<file path="src/rtl/replay_fifo.sv">
// Single-clock FIFO with a mark/rewind replay window: words behind an active
// mark are retained (not overwritable) so the consumer can rewind and re-read.
module replay_fifo #(
  parameter int WIDTH     = 16,
  parameter int DEPTH     = 64,
  parameter int AFULL_TH  = DEPTH - 4,
  parameter int AEMPTY_TH = 4
) (
  input  logic                      clk,
  input  logic                      rst,
  input  logic                      i_flush,
  input  logic                      i_mark,
  input  logic                      i_rewind,
  input  logic                      i_release,
  input  logic                      i_push,
  input  logic [WIDTH-1:0]          i_rear,
  output logic                      o_full,
  output logic                      o_afull,
  input  logic                      i_pop,
  output logic [WIDTH-1:0]          o_front,
  output logic                      o_vld,
  output logic                      o_empty,
  output logic                      o_aempty,
  output logic [$clog2(DEPTH):0]    o_count,
  output logic [$clog2(DEPTH):0]    o_free,
  output logic                      o_mark_active,
  output logic                      o_overflow,
  output logic                      o_underflow,
  output logic [$clog2(DEPTH):0]    o_rptr,
  output logic [$clog2(DEPTH):0]    o_wptr
);

  localparam int          AW        = $clog2(DEPTH);
  localparam logic [AW:0] LP_DEPTH  = (AW+1)'(DEPTH);
  localparam logic [AW:0] LP_AFULL  = (AW+1)'(AFULL_TH);
  localparam logic [AW:0] LP_AEMPTY = (AW+1)'(AEMPTY_TH);
  localparam logic [AW:0] LP_ONE    = (AW+1)'(1);

  logic [WIDTH-1:0] r_mem [DEPTH];
  logic [AW:0]      r_wptr;
  logic [AW:0]      r_rptr;
  logic [AW:0]      r_mptr;
  logic             r_mark;
  logic             r_ovf;
  logic             r_udf;
  logic             r_vld;
  logic [WIDTH-1:0] r_front;

  logic [AW:0]      w_base;
  logic [AW:0]      w_retained;
  logic [AW:0]      w_count;
  logic             w_full;
  logic             w_empty;
  logic             w_push_ok;
  logic             w_pop_ok;

  // While a mark is held, the oldest retained word is at the mark, not at rptr.
  assign w_base     = r_mark ? r_mptr : r_rptr;
  assign w_retained = r_wptr - w_base;
  assign w_count    = r_wptr - r_rptr;
  assign w_full     = (w_retained == LP_DEPTH);
  assign w_empty    = (w_count == '0);

  assign w_push_ok  = i_push && !w_full && !i_flush;
  assign w_pop_ok   = i_pop && !w_empty && !i_rewind && !i_flush;

  always_ff @(posedge clk) begin
    if (!rst && w_push_ok) begin
      r_mem[r_wptr[AW-1:0]] <= i_rear;
    end
  end

  always_ff @(posedge clk) begin
    if (rst) begin
      r_wptr  <= '0;
      r_rptr  <= '0;
      r_mptr  <= '0;
      r_mark  <= 1'b0;
      r_ovf   <= 1'b0;
      r_udf   <= 1'b0;
      r_vld   <= 1'b0;
      r_front <= '0;
    end else if (i_flush) begin
      r_wptr  <= '0;
      r_rptr  <= '0;
      r_mptr  <= '0;
      r_mark  <= 1'b0;
      r_ovf   <= 1'b0;
      r_udf   <= 1'b0;
      r_vld   <= 1'b0;
    end else begin
      r_vld <= 1'b0;
      if (w_push_ok) begin
        r_wptr <= r_wptr + LP_ONE;
      end else if (i_push) begin
        r_ovf <= 1'b1;
      end
      // Rewind outranks mark/release and swallows any same-cycle pop silently.
      if (i_rewind) begin
        if (r_mark) begin
          r_rptr <= r_mptr;
        end
      end else begin
        if (w_pop_ok) begin
          r_front <= r_mem[r_rptr[AW-1:0]];
          r_rptr  <= r_rptr + LP_ONE;
          r_vld   <= 1'b1;
        end else if (i_pop) begin
          r_udf <= 1'b1;
        end
        if (i_mark) begin
          r_mptr <= r_rptr;
          r_mark <= 1'b1;
        end else if (i_release) begin
          r_mark <= 1'b0;
        end
      end
    end
  end

  assign o_front       = r_front;
  assign o_vld         = r_vld;
  assign o_full        = w_full;
  assign o_afull       = (w_retained >= LP_AFULL);
  assign o_empty       = w_empty;
  assign o_aempty      = (w_count <= LP_AEMPTY);
  assign o_count       = w_count;
  assign o_free        = LP_DEPTH - w_retained;
  assign o_mark_active = r_mark;
  assign o_overflow    = r_ovf;
  assign o_underflow   = r_udf;
  assign o_rptr        = r_rptr;
  assign o_wptr        = r_wptr;

endmodule

</file>
<file path="config.mk">
export PLATFORM = sky130hd
export DESIGN_NAME = replay_fifo
export DESIGN_NICKNAME = d
export VERILOG_FILES = /design/src/rtl/replay_fifo.sv
export SDC_FILE = /design/constraint.sdc
export NUM_CORES = 1
export LEC_CHECK = 0
export CORE_MARGIN = 1.5
export CORE_UTILIZATION = 43
export DETAILED_ROUTE_END_ITERATION = 10
export SLEW_MARGIN = 20
export SYNTH_ARGS = -nofsm -noshare
export SYNTH_HDL_FRONTEND = slang
export SYNTH_SLANG_ARGS = --single-unit
</file>
<file path="constraint.sdc">
create_clock -name clk -period 9.05 [get_ports clk]
set_input_delay 1.3575 -clock clk [delete_from_list [all_inputs] [get_ports clk]]
set_output_delay 1.3575 -clock clk [all_outputs]
set_load 0.005 [all_outputs]
</file>
==> impl_metrics.json <==
{
  "setup_viol": 0,
  "status": "complete, no violations",
  "hold_viol_final": 0,
  "first_global_vias": 21300,
  "cp_max_fo": 33,
  "grt_start_max_net_pins": 130,
  "cap_violations": 0,
  "clk_pin_slew_ns": 0.07,
  "rr_startpoint": "o_rptr[4]",
  "setup_tns_ns": 0,
  "whs_endpoint": "o_front[14]",
  "post_cts_buffers": 0,
  "finalClockSkew_ns": 0.0393,
  "fin_crit_sh": 0.633,
  "r2r_cells": 10,
  "cp-end-kind": "primary output",
  "wl_um": 107000,
  "core_area_mm2": 0.0967,
  "crit_type": "flip-flop to primary output",
  "ys_types": 78,
  "drc": 0,
  "cts_resized": 0,
  "peakVddDrop_mv": 0.152,
  "dieWidth_um": 315,
  "fill_cells": 7796,
  "antenna_left": 0,
  "worstSkewPairLatency_ns": 0.69,
  "clk_path_buf_depth": 3,
  "synth_edf_count": 1024,
  "yosysWarnings": 0,
  "place.gp.congestion": 0.887,
  "async_flop_share": 0,
  "routed_via_density": 5.97,
  "stdcell_count": 3626,
  "routed-via-count": 21700,
  "initial_core_util": 0.434,
  "die_area_mm2": 0.0994,
  "cts_buffers": 103,
  "dp_hpwl_um": 64700,
  "drt_iter0_drc": 3055,
  "p_leak_uw": 0.0149,
  "grt_pass1_wl_um": 154000,
  "min-delay-start": "o_front[14]",
  "io_buffers": 75,
  "synthesis.area_mm2": 0.0419,
  "root_buffer": "clkbuf_16",
  "grt_use_total": 0.216,
  "clock-sinks": 1065,
  "nets": 2300,
  "wl_per_cell_um": 29.5,
  "dp_cells": 3430,
  "drv_slew": 0,
  "final_cell_mix": "1024 x edfxtp_1, 243 x mux4_2, 124 x nor2_1, 106 x clkbuf_16, 105 x buf_4",
  "r2r_end": "o_front[1]",
  "ioPinCount": 76,
  "worstPathArrival_ns": 4.37,
  "rsz0062_at_grt": "false",
  "htreeDepth": 3,
  "worstHoldPathCells": 2,
  "power.density_mw_per_mm2": 217,
  "slowest_delay_ns": 0.86,
  "start_kind": "flip-flop",
  "seq_area_frac_synth": 0.753,
  "first_pass_iters": 7,
  "rows": 114,
  "critPathSlowestCell": "dfxtp_4",
  "period_needed_ns": 5.73,
  "fmax_mhz": 174,
  "synth_cells": 2084,
  "syn-num-nets": 2125,
  "hold_buffers": 0,
  "slew_headroom": 0.190,
  "ys.flop_type": "edfxtp_1",
  "die_y_um": 315,
  "grt_antenna_before_repair": 1,
  "cts_tree": "done",
  "syn_avg_cell_area_um2": 20.1,
  "synth-seq-cells": 1065,
  "r2r_slack_ns": 4.19,
  "areaGrowthSynthToFinish_pct": 14.5,
  "final_layout_size_suffix_gt1_frac": 0.242,
  "worstPathRequired_ns": 7.69,
  "hold_path_class": "flip-flop to flip-flop",
  "cp_cell_sequence": "mux2_2 -> ha_1 -> inv_1 -> fa_1 -> a21o_1 -> a21oi_2 -> o21ai_0 -> xnor2_1 -> nand2_4 -> inv_4 -> clkdlybuf4s50_1",
  "final_common_cell": "edfxtp_1",
  "grt_remaining_overflow": 0,
  "tightest_slew_ns": 1.20,
  "hold_ws_ns": 0.450
}
-- synthesized netlist by cell type (all sizes together), types with 4 or more instances --
cell / number / area share
nand3b: 5 / 0.00090
o21ai: 10 / 0.0013
a22oi: 21 / 0.0038
a31oi: 11 / 0.0016
inv: 16 / 0.0015
and3: 4 / 0.00060
mux2i: 64 / 0.016
o311ai: 4 / 0.00084
nor2: 124 / 0.011
a211oi: 19 / 0.0035
dfxtp: 41 / 0.020
a22o: 4 / 0.00084
mux4: 243 / 0.13
nor2b: 4 / 0.00060
a21o: 4 / 0.00072
a221oi: 6 / 0.0013
o2111ai: 4 / 0.00084
or2: 5 / 0.00075
nor3: 26 / 0.0034
o221ai: 16 / 0.0033
buf: 77 / 0.013
nand2b: 5 / 0.00092
nand4: 11 / 0.0016
mux2: 11 / 0.0030
o22ai: 20 / 0.0030
nand2: 104 / 0.0095
nand3: 24 / 0.0029
xor2: 6 / 0.0014
xnor2: 13 / 0.0027
ha: 15 / 0.0045
o31ai: 6 / 0.0011
o21a: 9 / 0.0016
edfxtp: 1024 / 0.73
and2: 4 / 0.00060
a2111oi: 5 / 0.0010
a21oi: 43 / 0.0053
clkbuf: 35 / 0.0031
-- cells by family after synthesis --
logic type | count (synthesis) | share of synthesized area
fa+ha+maj | 17 | 0.00543
compound gates | 205 | 0.0349
mux | 318 | 0.149
flops | 1065 | 0.753
buf+inv | 130 | 0.0178
simple gates | 330 | 0.0358
xor+xnor | 19 | 0.00415
-- registers in the layout, indices dropped and copies added (netlist names) --
| signal | flops |
|---|---|
| r_mem | 1024 |
| o_front | 16 |
| o_rptr | 7 |
| o_wptr | 7 |
| r_mptr | 7 |
| o_mark_active | 1 |
| o_overflow | 1 |
| o_underflow | 1 |
| o_vld | 1 |
-- final cells by class --
class                      count  area (um^2)  area share
timing repair buffer         182         1500      0.0312
antenna                        2         5.00    0.000104
sequential                  1065        31600       0.658
tap                         1276         1600      0.0333
clock inverter                69          881      0.0183
multi-input combinational    889         9620       0.200
clock buffer                 125         2750      0.0574
inverter                      18         70.1     0.00146
-- metal layers --
metal / GRT usage / up-vias / part of all wire
met2: 0.323 / 1117 / 0.45
met3: 0.0383 / 172 / 0.089
met5: 0 / - / 0.00012
met1: 0.327 / 11400 / 0.43
met4: 0.0651 / 2 / 0.028
li1: - / 8970 / -
-- per-stage QoR --
stage	area (um^2)	utilization	setup slack, ns	total power [uW]
2_1_floorplan	41900	-	4.19	5730
4_1_cts	48000	0.496	3.25	10500
3_5_place_dp	44400	0.459	4.01	5960
5_1_grt	48000	0.496	3.03	10700
6_report	48000	0.496	3.32	10400
3_3_place_gp	44400	0.459	4.01	5950
-- worst max-delay path, delay by kind of cell (launching register included) --
family / cells / cell delay [ns]
flip-flops: 1 / 0.86
buffers and inverters: 3 / 0.71
adder cells (fa/ha/maj): 2 / 0.60
XOR/XNOR: 1 / 0.53
AO/OA/AOI/OAI: 3 / 0.49
multiplexers: 1 / 0.30
AND/OR/NAND/NOR: 1 / 0.20
-- worst max path at each step --
stage	from	to	slack, ns
after floorplan	o_rptr[0]	r_mem[63][0]	4.19
after global placement	o_rptr[0]	o_free[6]	4.01
after detailed placement	o_rptr[0]	o_full	4.01
after CTS	o_rptr[0]	o_full	3.25
after global routing	o_rptr[0]	o_free[6]	3.03
final	o_rptr[0]	o_full	3.32
-- where the power goes --
part	internal [uW]	switching [uW]	leakage (uW)
registers	5410	15.6	0.00954
clock network	2700	1860	0.00177
logic	159	269	0.00361
(Power assumes the default switching activity.)
==> RTL edit (config.mk and constraints unchanged) <==
Put a register stage on the output `o_count`, without a reset. The value now appears one clock later. The other outputs are not delayed to match.
--- a/src/rtl/replay_fifo.sv
+++ b/src/rtl/replay_fifo.sv
@@ -125,5 +125,7 @@
   assign o_empty       = w_empty;
   assign o_aempty      = (w_count <= LP_AEMPTY);
-  assign o_count       = w_count;
+  always_ff @(posedge clk) begin
+    o_count <= w_count;
+  end
   assign o_free        = LP_DEPTH - w_retained;
   assign o_mark_active = r_mark;
Behaviour: not the same (Yosys sat finds a counterexample within 4 cycles, from zero or initial values and one cycle with rst high).
==> RTL edit against the unedited design <==
- count of clock-buffer cells in the layout up 7
- synthesized cell count down 5.1%
- final cell count down 3.8%
- sequential cell count up 7
- routed wire length down 8.5%
- setup slack worse by 180 ps
- cell area down 1.2%
- total power down 1.7%
- worst hold slack better by 26 ps
- die area down 1.0%
- area after synthesis down 1.0%
==> RTL edit: results (changes against the unedited design) <==
CP Data Arrival Time=4560 ps (+190 ps); average routed wire per standard cell=28.0 µm (-4.9%); drt total wl=97.8 mm (-8.5%); Synth cell types=58 (-26%); Worst-Margin Slew=1220 ps (+22.9 ps); largest net degree at the start of global routing=149 (+15%); top cells by count, synth=1024 x edfxtp_1, 256 x mux4_2, 128 x a22oi_1; Post-Place Cells=3298 (-3.8%); HP Class=flop to flop; design area=47400 µm² (-1.2%); CP max stage delay=900 ps (+40 ps); Non-clk bufs=170 (-6.6%); post-CTS setup buffers=0 (unchanged); gp weighted congestion=0.867 (-2.3%); Filler Cell Count=7667 (-1.7%); first-pass GRT wire length=144 mm (-6.4%); syn nets=2019 (-5.0%); sequential share of the synthesized area=0.764 (+0.0113); comb_multi_in=773 (-13%); top cells by area, synth=edfxtp_1 74%, mux4_2 14%, dfxtp_1 2.3%, a22oi_1 2.3%, a21oi_1 0.96%; # diodes=0 (-2); vias in the first global route=21000 (-1.2%); P_leak=14.5 nW (-2.6%); status=complete, no violations; all-layer global routing usage=0.200 (-0.0165); multi-input logic portion of the cell area=0.193 (-0.00708); Max FO, Critical Path=39 (+18%); clock network share of area=0.0728 (-0.00294); DP Wirelength=54.9 mm (-15%); register area=31700 µm² (+0.43%); Signal buf overhead=0.0303 (-0.000934); Seq pwr share=0.533 (+0.012); final setup skew=18.9 ps (-20.5 ps); Worst VDD drop=145 µV (-4.4%); placed cell area=44000 µm² (-0.91%); Num CTS Buffers=107 (+3.9%); clock group share of total power=0.427 (-0.011); Skew-Pair Late Insertion Delay=670 ps (-20 ps); Sw Ratio=0.203 (-0.00312); Nets=2183 (-5.1%); starting DRC count in detailed routing=2251 (-26%); synthesized area per cell=21.0 µm² (+4.3%); worst slack, placed=3830 ps (-176 ps); synthesized flop and latch total=1072 (+0.66%); initial antenna violation count=3 (+2); number of clock buffers in the layout=132 (+5.6%)
RTL edit: worst paths after layout:
kind	from	to	slack, ps	cells after the start
min	o_front[7]	o_front[7]	480	1
max reg2reg	o_rptr[0]	r_mem[61][11]	4270	12
max	o_rptr[0]	o_full	3130	11
min reg2reg	o_front[7]	o_front[7]	480	1
RTL edit: cells by family (layout without fill, tap and decap cells):
| family | after synthesis | count (layout) | share of synthesized area |
|---|---|---|---|
| adder cells (fa/ha/maj) | 17 | 17 | 0.00549 |
| flip-flops | 1072 | 1072 | 0.764 |
| AO/OA/AOI/OAI | 256 | 256 | 0.0430 |
| buffers and inverters | 133 | 379 | 0.0159 |
| multiplexers | 274 | 274 | 0.143 |
| AND/OR/NAND/NOR | 205 | 205 | 0.0235 |
| XOR/XNOR | 21 | 21 | 0.00461 |
RTL edit: per-layer routing:
layer	vias up	global-route usage	share of wire
met1	11000	0.289	0.43
met3	130	0.0325	0.067
met2	742	0.319	0.48
li1	8610	-	-
met4	0	0.0507	0.020
met5	-	0	0
